==> src/rtl/elevator_pkg.sv <==
// Shared elevator definitions: default geometry and the motion-state encoding
// used by both the request tracker and the car controller.
package elevator_pkg;

   localparam int DEFAULT_NUM_FLOORS          = 10;
   localparam int DEFAULT_FLOOR_WIDTH         = 4;
   localparam int DEFAULT_FLOOR_TRAVEL_CYCLES = 100;

   localparam logic [1:0] MOTION_IDLE = 2'b00;
   localparam logic [1:0] MOTION_UP   = 2'b01;
   localparam logic [1:0] MOTION_DOWN = 2'b10;

   // Both motor commands at once is not a direction; the car stays put.
   function automatic logic [1:0] decode_motion(input logic up, input logic down);
      case ({up, down})
         2'b10:   return MOTION_UP;
         2'b01:   return MOTION_DOWN;
         default: return MOTION_IDLE;
      endcase
   endfunction

endpackage

==> src/rtl/floor_position_tracker.sv <==
// Car position: travel counter between floors plus the registered floor index,
// with a sticky fault for illegal motor commands.
module floor_position_tracker
   import elevator_pkg::*;
#(
   parameter int NUM_FLOORS          = DEFAULT_NUM_FLOORS,
   parameter int FLOOR_WIDTH         = DEFAULT_FLOOR_WIDTH,
   parameter int FLOOR_TRAVEL_CYCLES = DEFAULT_FLOOR_TRAVEL_CYCLES
) (
   input  logic                   clk,
   input  logic                   reset_n,
   input  logic                   moving_up,
   input  logic                   moving_down,
   output logic [FLOOR_WIDTH-1:0] current_floor,
   output logic                   at_floor,
   output logic                   motion_fault
);

   localparam int CNT_W = (FLOOR_TRAVEL_CYCLES > 1) ? $clog2(FLOOR_TRAVEL_CYCLES) : 1;
   localparam logic [CNT_W-1:0]       CNT_LAST  = CNT_W'(FLOOR_TRAVEL_CYCLES - 1);
   localparam logic [FLOOR_WIDTH-1:0] TOP_FLOOR = FLOOR_WIDTH'(NUM_FLOORS - 1);

   logic [CNT_W-1:0] travel_cnt;
   logic [1:0]       motion;
   logic [1:0]       last_dir;
   logic             blocked;
   logic             illegal;
   logic             reversal;

   always_comb begin
      motion   = decode_motion(moving_up, moving_down);
      blocked  = ((motion == MOTION_UP) && (current_floor == TOP_FLOOR)) ||
                 ((motion == MOTION_DOWN) && (current_floor == '0));
      illegal  = blocked || (moving_up && moving_down);
      // last_dir remembers the direction that built up a partial count, even across idle.
      reversal = (motion != MOTION_IDLE) && (travel_cnt != '0) && (motion != last_dir);
      at_floor = (travel_cnt == '0);
   end

   always_ff @(posedge clk) begin
      if (!reset_n) begin
         current_floor <= '0;
         travel_cnt    <= '0;
         last_dir      <= MOTION_IDLE;
         motion_fault  <= 1'b0;
      end else begin
         if (illegal) begin
            motion_fault <= 1'b1;
         end
         if ((motion != MOTION_IDLE) && !blocked) begin
            last_dir <= motion;
            if (reversal) begin
               travel_cnt <= '0;
            end else if (travel_cnt == CNT_LAST) begin
               travel_cnt <= '0;
               if (motion == MOTION_UP) begin
                  current_floor <= current_floor + 1'b1;
               end else begin
                  current_floor <= current_floor - 1'b1;
               end
            end else begin
               travel_cnt <= travel_cnt + 1'b1;
            end
         end
      end
   end

endmodule

==> src/rtl/request_tracker.sv <==
// Pending floor-call register with above/below scan and request count,
// alongside the car position tracker.
module request_tracker
   import elevator_pkg::*;
#(
   parameter int NUM_FLOORS          = DEFAULT_NUM_FLOORS,
   parameter int FLOOR_WIDTH         = DEFAULT_FLOOR_WIDTH,
   parameter int FLOOR_TRAVEL_CYCLES = DEFAULT_FLOOR_TRAVEL_CYCLES
) (
   input  logic                   clk,
   input  logic                   reset_n,
   input  logic [NUM_FLOORS-1:0]  button_req,
   input  logic                   clear_current_request,
   input  logic                   moving_up,
   input  logic                   moving_down,
   output logic [FLOOR_WIDTH-1:0] current_floor,
   output logic [NUM_FLOORS-1:0]  floor_requests,
   output logic                   has_request_above,
   output logic                   has_request_below,
   output logic                   at_floor,
   output logic [FLOOR_WIDTH-1:0] request_count,
   output logic                   motion_fault
);

   logic [NUM_FLOORS-1:0] clear_mask;

   floor_position_tracker #(
      .NUM_FLOORS          (NUM_FLOORS),
      .FLOOR_WIDTH         (FLOOR_WIDTH),
      .FLOOR_TRAVEL_CYCLES (FLOOR_TRAVEL_CYCLES)
   ) u_position (
      .clk           (clk),
      .reset_n       (reset_n),
      .moving_up     (moving_up),
      .moving_down   (moving_down),
      .current_floor (current_floor),
      .at_floor      (at_floor),
      .motion_fault  (motion_fault)
   );

   // The current floor's own bit is deliberately excluded from both above and below.
   always_comb begin
      clear_mask        = '0;
      has_request_above = 1'b0;
      has_request_below = 1'b0;
      request_count     = '0;
      for (int i = 0; i < NUM_FLOORS; i++) begin
         if (clear_current_request && (current_floor == FLOOR_WIDTH'(i))) begin
            clear_mask[i] = 1'b1;
         end
         if (floor_requests[i]) begin
            if (FLOOR_WIDTH'(i) > current_floor) begin
               has_request_above = 1'b1;
            end
            if (FLOOR_WIDTH'(i) < current_floor) begin
               has_request_below = 1'b1;
            end
            request_count = request_count + 1'b1;
         end
      end
   end

   // Clear is applied after the OR so a simultaneous press at the current floor loses.
   always_ff @(posedge clk) begin
      if (!reset_n) begin
         floor_requests <= '0;
      end else begin
         floor_requests <= (floor_requests | button_req) & ~clear_mask;
      end
   end

endmodule
==> config.mk <==
export PLATFORM = sky130hd
export DESIGN_NAME = request_tracker
export DESIGN_NICKNAME = d
export VERILOG_FILES = /design/src/rtl/elevator_pkg.sv /design/src/rtl/floor_position_tracker.sv /design/src/rtl/request_tracker.sv
export SDC_FILE = /design/constraint.sdc
export NUM_CORES = 1
export LEC_CHECK = 0
export ABC_AREA = 1
export ABC_CLOCK_PERIOD_IN_PS = 12700
export BUFFER_PORTS_ARGS = -buffer_cell sky130_fd_sc_hd__buf_2
export CORE_MARGIN = 4
export CORE_UTILIZATION = 37
export DETAILED_ROUTE_END_ITERATION = 8
export PLACE_DENSITY_LB_ADDON = 0.08
export REMOVE_ABC_BUFFERS = 1
export SYNTH_ARGS = -nofsm -noshare
export SYNTH_HDL_FRONTEND = slang
export SYNTH_SLANG_ARGS = --single-unit
export TNS_END_PERCENT = 5
==> constraint.sdc <==
create_clock -name clk -period 12.7 [get_ports clk]
set_clock_uncertainty 0.2 [all_clocks]
set_input_delay 1.905 -clock clk [delete_from_list [all_inputs] [get_ports clk]]
set_output_delay 1.905 -clock clk [all_outputs]
set_load 0.005 [all_outputs]
==> results of run 1 <==
[metrics by stage]
| step | util | instances | hold WS (ns) | cell area (um^2) |
|---|---|---|---|---|
| after floorplan | - | 347 | 0.261 | 2200 |
| after CTS | 0.450 | 459 | 0.279 | 2540 |
| final | 0.450 | 459 | 0.272 | 2540 |
| after detailed placement | 0.438 | 455 | 0.248 | 2470 |
| after global routing | 0.450 | 459 | 0.321 | 2540 |
| after global placement | 0.438 | 455 | 0.253 | 2470 |
[power by group through the flow]
stage | combinational (mW) | sequential, mW | clock (mW)
2_1_floorplan | 0.0650 | 0.0853 | 0
3_3_place_gp | 0.0860 | 0.0863 | 0
3_5_place_dp | 0.0867 | 0.0862 | 0
4_1_cts | 0.0870 | 0.0845 | 0.0729
5_1_grt | 0.101 | 0.0853 | 0.0747
6_report | 0.0854 | 0.0845 | 0.0691
[final cells by class]
class / count / share of cell area
Multi-Input combinational cell: 255 / 0.575
Sequential cell: 24 / 0.189
Inverter: 68 / 0.101
Timing Repair Buffer: 36 / 0.0709
Tap cell: 72 / 0.0355
Clock buffer: 3 / 0.0162
Clock inverter: 1 / 0.0118
[metal layers]
layer	global-route usage	vias up
met2	0.275	30
met3	0.0165	5
met1	0.182	954
li1	-	1195
met4	0.0432	0
met5	0	-
[state kept, by name (all words and copies together) (netlist names)]
name,flops
u_position.travel_cnt,7
floor_requests,10
u_position.current_floor,4
u_position.last_dir,2
u_position.motion_fault,1
[critical path: cells and delay by family (launching register included)]
| family | cells | cell delay (ns) |
|---|---|---|
| AOI/OAI and AO/OA | 1 | 0.18 |
| and+or+nand+nor | 17 | 1.66 |
| adders and majority gates | 7 | 2.04 |
| DFF | 1 | 0.42 |
| buffers and inverters | 8 | 0.50 |
[final timing paths]
path,depth (start not counted),startpoint,end,slack [ns]
setup reg to reg,12,u_position.current_floor[0]$_SDFFE_PN0P_,u_position.current_floor[3]$_SDFFE_PN0P_,10.29
hold / removal,2,u_position.motion_fault$_SDFFE_PN0P_,u_position.motion_fault$_SDFFE_PN0P_,0.27
hold reg to reg,2,u_position.motion_fault$_SDFFE_PN0P_,u_position.motion_fault$_SDFFE_PN0P_,0.27
setup / recovery,33,floor_requests[0]$_SDFF_PN0_,request_count[3],5.52
[cells in the mapped netlist]
master	count	share of area
nor4_1	1	0.0028
nand2_1	80	0.14
nand3_2	7	0.032
or2_1	1	0.0028
nor3_1	9	0.020
nand2_2	21	0.060
xor2_1	2	0.0079
nand2_4	1	0.0051
o311ai_0	1	0.0040
or2_2	3	0.0085
nor2_2	3	0.0085
o21ai_1	1	0.0023
nor2_1	32	0.054
inv_4	1	0.0028
nor3b_1	2	0.0068
clkinv_1	1	0.0017
nor3_2	1	0.0045
o21ai_0	12	0.027
nand3_1	20	0.045
o2111ai_1	1	0.0040
a31oi_1	2	0.0057
a221oi_1	3	0.012
inv_2	6	0.010
nand4_1	2	0.0057
nor3b_2	1	0.0057
xnor2_1	2	0.0079
ha_1	19	0.11
o22ai_1	1	0.0028
o211ai_1	9	0.031
dfxtp_1	24	0.22
o221a_2	1	0.0051
o221ai_1	1	0.0040
o31ai_1	1	0.0034
nor2_4	2	0.010
inv_1	60	0.10
clkbuf_1	2	0.0034
a21oi_1	13	0.029
[logic make-up (layout without fill, tap and decap cells)]
group                      after synthesis  in the layout  share of synthesized area
DFF                                     24             24                      0.218
AOI/OAI and AO/OA                       46             46                      0.130
adders and majority gates               19             19                      0.108
buffers and inverters                   70            108                      0.120
xor gates and xnor gates                 4              4                     0.0159
and+or+nand+nor                        186            186                      0.408
==> run metrics, run 1 <==
Gate power share 0.357; Setup crit end kind primary output; post-synthesis cell type count 37; total of max-cap violations 0; Lkg Pwr 1.35 nW; Die H 85.2 um; final worst-path cycle share 0.565; Clock Path Buffers 2; Met1 Wirelength 2.45 mm; hold buffers post-CTS 0; Mapped Avg Cell Area 6.32 um^2; vias in the first global route 2093; DR vias about 2200; Final ANT Viol Nets 0; sequential power share 0.354; gr ovfl total 0; Mapped Cells roughly 350; IO buf count 36; Top cell by count, worst path nand2_1; Synth Register Bits 24; DR WL met2 2.55 mm; outcome finished clean; Top Ports 37; number of cell rows 27; GPL Wtd Cong 0.841; Slowest Stage Delay on Critical Path 0.42 ns; slowest CP cell dfxtp_1; count of final setup violators 0; Die W about 85 um; most frequent cells in the layout nand2_1, inv_1, buf_2, nor2_1, dfxtp_1; Antenna Cells 0; DR WL/cell approximately 11 um; die area 7270 um^2; Inserted Clock Buffers 3; Sink Count 24; sw frac 0.348; PD cells 94.0 nW/um^2; Initial Util 0.391; uppermost layer routed met4; DR DRC count 0; actual slew at the worst max-slew pin 0.442 ns; dpl ws 5.82 ns; multi-input logic area 1460 um^2; max-slew violation count 0; Cell Area, Synth 2210 um^2; drt first pass iters 4; Int Power 156 uW; Crit path arrival time just over 5 ns; CTS tree done; core area around 5600 um^2; largest net degree at the start of global routing 18; Net count, final 422; Max Freq 139 MHz; global-route wire length before repair about 9 mm; unrepaired setup endpoints after global routing false; Setup crit start kind register; worst-path fanout max 5; root buffer cell clkbuf_8; switching power about 83 uW; critical path class reg -> out; met3 wire length between 100 and 150 um; Worst slew margin 0.701; Tmin final 7.18 ns; hpwl dp 4.26 mm; clock share of power 0.289; Crit path required time between 10 and 15 ns; vias per cell 4.76; Worst-Skew Late Latency 0.27 ns; Setup WS post-layout about 5.5 ns; register area 480 um^2; most common cell after layout, fill and taps aside nand2_1; H-tree depth 1; Iter 0 DRT Violations 59; P&R area growth vs syn 15.1%; warnings from Yosys 0; total power 239 uW; initial antenna violation count 0; Final TNS setup 0 ns; worst ir drop on vdd approximately 44 uV; HP Class reg -> reg; Routed WL approximately 5.2 mm; sequential area share after synthesis 0.218; Layout fillers 606; # resized after CTS 0; Post-CTS Setup Inserts 0; Reg clk slew, reported paths 0.09 ns; all-layer global routing usage 0.150; share of cells above drive strength 1 0.225; final hold viol count 0
(Power assumes the default switching activity.)
==> inputs of run 2 (changes only) <==
ABC_CLOCK_PERIOD_IN_PS = 6500   (was 12700)
clock period = 6.5 ns   (was 12.7 ns; I/O delays follow)
==> run 2 against run 1 <==
Compared with the run above: wire length rose by 0.54%; sequential power rose by 95%; sequential cell count did not move; final area fell by 0.25%; sequential share of layout area rose by 0.34 points; utilization fell by 0.11 points; cell count fell by 0.22%; critical endpoint is now request_count[1]; count of clock-buffer cells in the layout did not move; die area did not move.
==> run metrics, run 2 (synthesis gave the netlist of run 1 again) <==
outcome finished clean; Final TNS setup 0 ns (unchanged); Top cell by count, worst path nand2_1; Setup crit end kind primary output; GPL Wtd Cong 0.841 (about the same); gr ovfl total 0 (unchanged); H-tree depth 1 (unchanged); capturing point of the worst reg2reg path u_position.current_floor[3]$_SDFFE_PN0P_; Layout fillers 627 (+3.5%); worst hold slack 0.272 ns (+0.000515 ns); PD cells 167 nW/um^2 (+78%); max reg flops 10 (unchanged); final worst-path cycle share 0.935; P&R area growth vs syn 14.9%; Antenna Cells 0 (unchanged); fin cells 458 (-0.22%); initial antenna violation count 0 (unchanged); Reg clk slew, reported paths 0.09 ns (about the same); total power 424 uW (+78%); Hold Crit Depth 2 (unchanged); root buffer cell clkbuf_8; Die H 85.2 um (unchanged); core area 5640 um^2 (unchanged); Initial Util 0.391 (unchanged); IO buf count 36 (unchanged); utilization after layout 0.449 (-0.00111); vias per cell 4.78 (+0.40%); Setup WS post-layout 0.423 ns (-5.10 ns); Hold Path Sink u_position.motion_fault$_SDFFE_PN0P_; Clock Path Buffers 2 (unchanged); DR DRC count 0 (unchanged); CTS tree done; DR vias 2188 (+0.18%); worst-path fanout max 5 (unchanged); Crit path arrival time 4.90 ns (-0.17 ns); largest net degree at the start of global routing 18 (unchanged); most common cell after layout, fill and taps aside nand2_1; Inserted Clock Buffers 3 (unchanged); final hold viol count 0 (unchanged); Final ANT Viol Nets 0 (unchanged); Iter 0 DRT Violations 42 (-29%); Max Freq between 150 and 200 MHz; Tmin final just over 6 ns; Worst R2R Start u_position.current_floor[0]$_SDFFE_PN0P_; Biggest register floor_requests; share of cells above drive strength 1 0.236 (+0.0109); worst hold start u_position.motion_fault$_SDFFE_PN0P_; max-slew violation count 0 (unchanged); vias in the first global route 2153 (+2.9%); Sink Count 24 (unchanged); Worst slew margin 0.690 (-0.0111); Post-DP Area 2470 um^2 (unchanged); critical path startpoint floor_requests[0]$_SDFF_PN0_; total of max-cap violations 0 (unchanged); actual slew at the worst max-slew pin 0.459 ns (+0.0164 ns); dpl ws 0.542 ns (-5.28 ns); count of final setup violators 0 (unchanged); Setup crit start kind register; drt first pass iters 4 (unchanged); slowest CP cell dfxtp_4; Top Ports 37 (unchanged); all-layer global routing usage 0.151 (+0.000660); global-route wire length before repair 9.20 mm (+2.1%); critical path class reg -> out; Slowest Stage Delay on Critical Path 0.38 ns (-0.04 ns); die area 7270 um^2 (unchanged); Non-Filler Cell Area, Final 2530 um^2 (-0.25%); Routed WL 5.21 mm (+0.54%); Top Registers floor_requests (10), u_position.travel_cnt (7), u_position.current_floor (4); Net count, final 422 (unchanged); Crit path required time 5.32 ns (-5.28 ns); reg2reg setup slack 4.10 ns (-6.19 ns); Lkg Pwr 1.34 nW (-0.90%); hpwl dp 4.31 mm (+1.3%); worst ir drop on vdd 77.2 uV (+75%); DR WL/cell 11.4 um (+0.76%); HP Class reg -> reg; unrepaired setup endpoints after global routing false; Worst-Skew Late Latency 0.27 ns (about the same); Die W 85.2 um (unchanged); most frequent cells in the layout nand2_1, inv_1, buf_2, nor2_1, dfxtp_1; R2R depth 12 (unchanged); number of cell rows 27 (unchanged); placed insts 455 (unchanged)
==> run 2: worst max-delay path by stage <==
stage | endpoint | slack, ns | depth (start not counted)
after floorplan | request_count[3] | 0.91 | 33
after global placement | request_count[3] | 0.63 | 33
after detailed placement | request_count[3] | 0.54 | 33
after CTS | request_count[3] | 0.22 | 33
after global routing | request_count[3] | 0.01 | 34
final | request_count[1] | 0.42 | 29
==> run 2: worst max-delay path, delay by kind of cell (launching register included) <==
kind	cells	cell delay, ns
AOI/OAI and AO/OA	1	0.07
DFF	1	0.38
and+or+nand+nor	15	1.58
buffers and inverters	5	0.34
adders and majority gates	8	2.27
==> run 2: report_power, final <==
| part | switching, mW | internal [mW] | leakage (nW) |
|---|---|---|---|
| logic | 0.101 | 0.0687 | 1.12 |
| registers | 0.0105 | 0.154 | 0.199 |
| clock network | 0.0485 | 0.0415 | 0.0216 |
==> run 2: layout make-up <==
type	instances	area [um^2]	share of cell area
Clock buffer	3	41.3	0.0163
Sequential cell	24	488	0.192
Multi-Input combinational cell	255	1480	0.583
Tap cell	72	90.1	0.0355
Inverter	68	258	0.102
Timing Repair Buffer	36	180	0.0711
==> run 2: what timing repair did <==
| action | CTS | global route |
|---|---|---|
| setup endpoints to repair | 0 | 3 |
| buffers inserted | 0 | 0 |
| resized for setup | 0 | 7 |
| hold buffers | 0 | 0 |
==> run 2: metal layers <==
metal	share of wire	vias up	track usage
met5	0	-	0
met4	0.0085	0	0.0302
met3	0.024	5	0.0204
met2	0.50	26	0.277
met1	0.47	965	0.186
li1	-	1192	-
==> inputs of run 3 (changes only) <==
ABC_CLOCK_PERIOD_IN_PS = 6600   (was 6500)
SKIP_LAST_GASP = 1   (was not set)
clock period = 6.6 ns   (was 6.5 ns; I/O delays follow)
==> run 3 against run 2 <==
Compared with the run above: utilization decreased by 0.31 points; combinational power about the same; die area unchanged; cell count unchanged; count of clock-buffer cells in the layout unchanged; register-to-register slack improved by 0.10 ns; wire length increased by 0.25%; hold slack about the same; first-iteration DRC count increased by 9.5%; clock power decreased by 2%.
==> run metrics, run 3 (synthesis gave the netlist of run 1 again) <==
Antenna Cells 0 (unchanged); initial antenna violation count 0 (unchanged); Die H 85.2 um (unchanged); actual slew at the worst max-slew pin 0.459 ns (+0.000168 ns); DR vias 2197 (+0.41%); Worst slew margin 0.690 (about the same); unrepaired setup endpoints after global routing false; Slowest Stage Delay on Critical Path 0.38 ns (about the same); most frequent cells in the layout nand2_1, inv_1, buf_2, nor2_1, dfxtp_1; sw frac 0.376 (-0.000826); Worst-Skew Late Latency 0.27 ns (about the same); HP Class reg -> reg; Routed WL 5.22 mm (+0.25%); Layout fillers 630 (+0.48%); Max Freq 162 MHz; capturing point of the worst reg2reg path u_position.current_floor[3]$_SDFFE_PN0P_; Inserted Clock Buffers 3 (unchanged); R2R depth 12 (unchanged); max-slew violation count 0 (unchanged); number of cell rows 27 (unchanged); Top Ports 37 (unchanged); Gate power share 0.397 (-0.002); final worst-path cycle share 0.937; Post-CTS Setup Inserts 0 (unchanged); sequential power share 0.391 (+0.003); Die W 85.2 um (unchanged); Net count, final 422 (unchanged); gr ovfl total 0 (unchanged); GPL Wtd Cong 0.841 (about the same); Crit path arrival time 5.00 ns (+0.10 ns); hold buffers post-CTS 0 (unchanged); Biggest register floor_requests; worst hold start u_position.motion_fault$_SDFFE_PN0P_; Top cell by count, worst path nand2_1; core area 5640 um^2 (unchanged); worst ir drop on vdd 76.0 uV (-1.6%); final hold viol count 0 (unchanged); Clock Path Buffers 2 (unchanged); H-tree depth 1 (unchanged); drt first pass iters 4 (unchanged); Top Registers floor_requests (10), u_position.travel_cnt (7), u_position.current_floor (4); Sink Count 24 (unchanged); PD cells 165 nW/um^2 (-1.1%); Final ANT Viol Nets 0 (unchanged); largest net degree at the start of global routing 18 (unchanged); Setup crit start kind register; vias in the first global route 2153 (unchanged); clock share of power 0.212 (about the same); Reg clk slew, reported paths 0.09 ns (about the same); Iter 0 DRT Violations 46 (+9.5%); P&R area growth vs syn 14.1%; total of max-cap violations 0 (unchanged); hpwl dp 4.31 mm (unchanged); Int Power 260 uW (-1.7%); Worst R2R Start u_position.current_floor[0]$_SDFFE_PN0P_; Setup crit end kind primary output; slowest CP cell dfxtp_2; CTS tree done; switching power 156 uW (-2.0%); all-layer global routing usage 0.151 (unchanged); Crit path required time 5.41 ns (+0.09 ns); Hold Path Sink u_position.motion_fault$_SDFFE_PN0P_; dpl ws 0.627 ns (+0.0850 ns); worst-path fanout max 5 (unchanged); reg2reg setup slack 4.20 ns (+0.10 ns); Setup WS post-layout 0.413 ns (-0.0104 ns); Tmin final 6.19 ns; global-route wire length before repair 9.20 mm (unchanged); Hold Crit Depth 2 (unchanged); share of cells above drive strength 1 0.231 (-0.00518); root buffer cell clkbuf_8; utilization after layout 0.446 (-0.00311); Initial Util 0.391 (unchanged); Final TNS setup 0 ns (unchanged); DR WL/cell 11.4 um (+0.25%); IO buf count 36 (unchanged); vias per cell 4.80 (+0.41%); DR DRC count 0 (unchanged); count of final setup violators 0 (unchanged); die area 7270 um^2 (unchanged); Lkg Pwr 1.34 nW (about the same); outcome finished clean; most common cell after layout, fill and taps aside nand2_1; critical path class reg -> out; max reg flops 10 (unchanged)
-- run 3: cell counts in the layout (fill, tap and decap cells not counted) --
No cell type changed its count.
-- run 3: power groups by stage --
stage	combinational, mW	sequential [mW]	clock [mW]
final	0.166	0.163	0.0882
after global routing	0.196	0.164	0.0996
after CTS	0.168	0.163	0.0932
after detailed placement	0.167	0.166	0
after global placement	0.166	0.166	0
after floorplan	0.125	0.164	0
-- run 3: cell type report --
type                    instances  area [um^2]  area share
inverters                      68          258       0.102
repair buffers                 36          180      0.0716
multi-input cells             255         1470       0.582
flip-flops and latches         24          483       0.192
well taps                      72         90.1      0.0358
clock buffers                   3         41.3      0.0164
-- run 3: how the worst max path moves through the flow --
stage,start,end,slack [ns],depth (start not counted)
detailed placement,floor_requests[0]$_SDFF_PN0_,request_count[3],0.63,33
floorplan,floor_requests[0]$_SDFF_PN0_,request_count[3],0.99,33
finish,floor_requests[0]$_SDFF_PN0_,request_count[1],0.41,30
CTS,floor_requests[0]$_SDFF_PN0_,request_count[3],0.31,33
global route,floor_requests[0]$_SDFF_PN0_,request_count[3],0.008,35
global placement,floor_requests[0]$_SDFF_PN0_,request_count[3],0.71,33
-- run 3: layer usage --
metal / track usage / wire length (um)
met5: 0 / 0
met4: 0.0302 / 44
met3: 0.0204 / 123
met2: 0.277 / 2590
met1: 0.186 / 2460
-- run 3: through the flow --
step	cells	power [mW]	cell area [um^2]	hold slack, ns
2_1_floorplan	347	0.289	2200	0.261
3_3_place_gp	455	0.332	2470	0.253
3_5_place_dp	455	0.333	2470	0.248
4_1_cts	458	0.424	2510	0.278
5_1_grt	458	0.460	2520	0.321
6_report	458	0.417	2520	0.272
-- run 3: repair_timing --
item | CTS | global route
hold endpoints to repair | 0 | 0
gates resized for setup | 0 | 3
endpoints found under the setup margin | 0 | 2
-- run 3: worst max-delay path: cells and delay by family (launching register included) --
family | cells | cell delay [ns]
adders and majority gates | 8 | 2.32
and+or+nand+nor | 15 | 1.52
buffers and inverters | 6 | 0.44
DFF | 1 | 0.38
AOI/OAI and AO/OA | 1 | 0.07
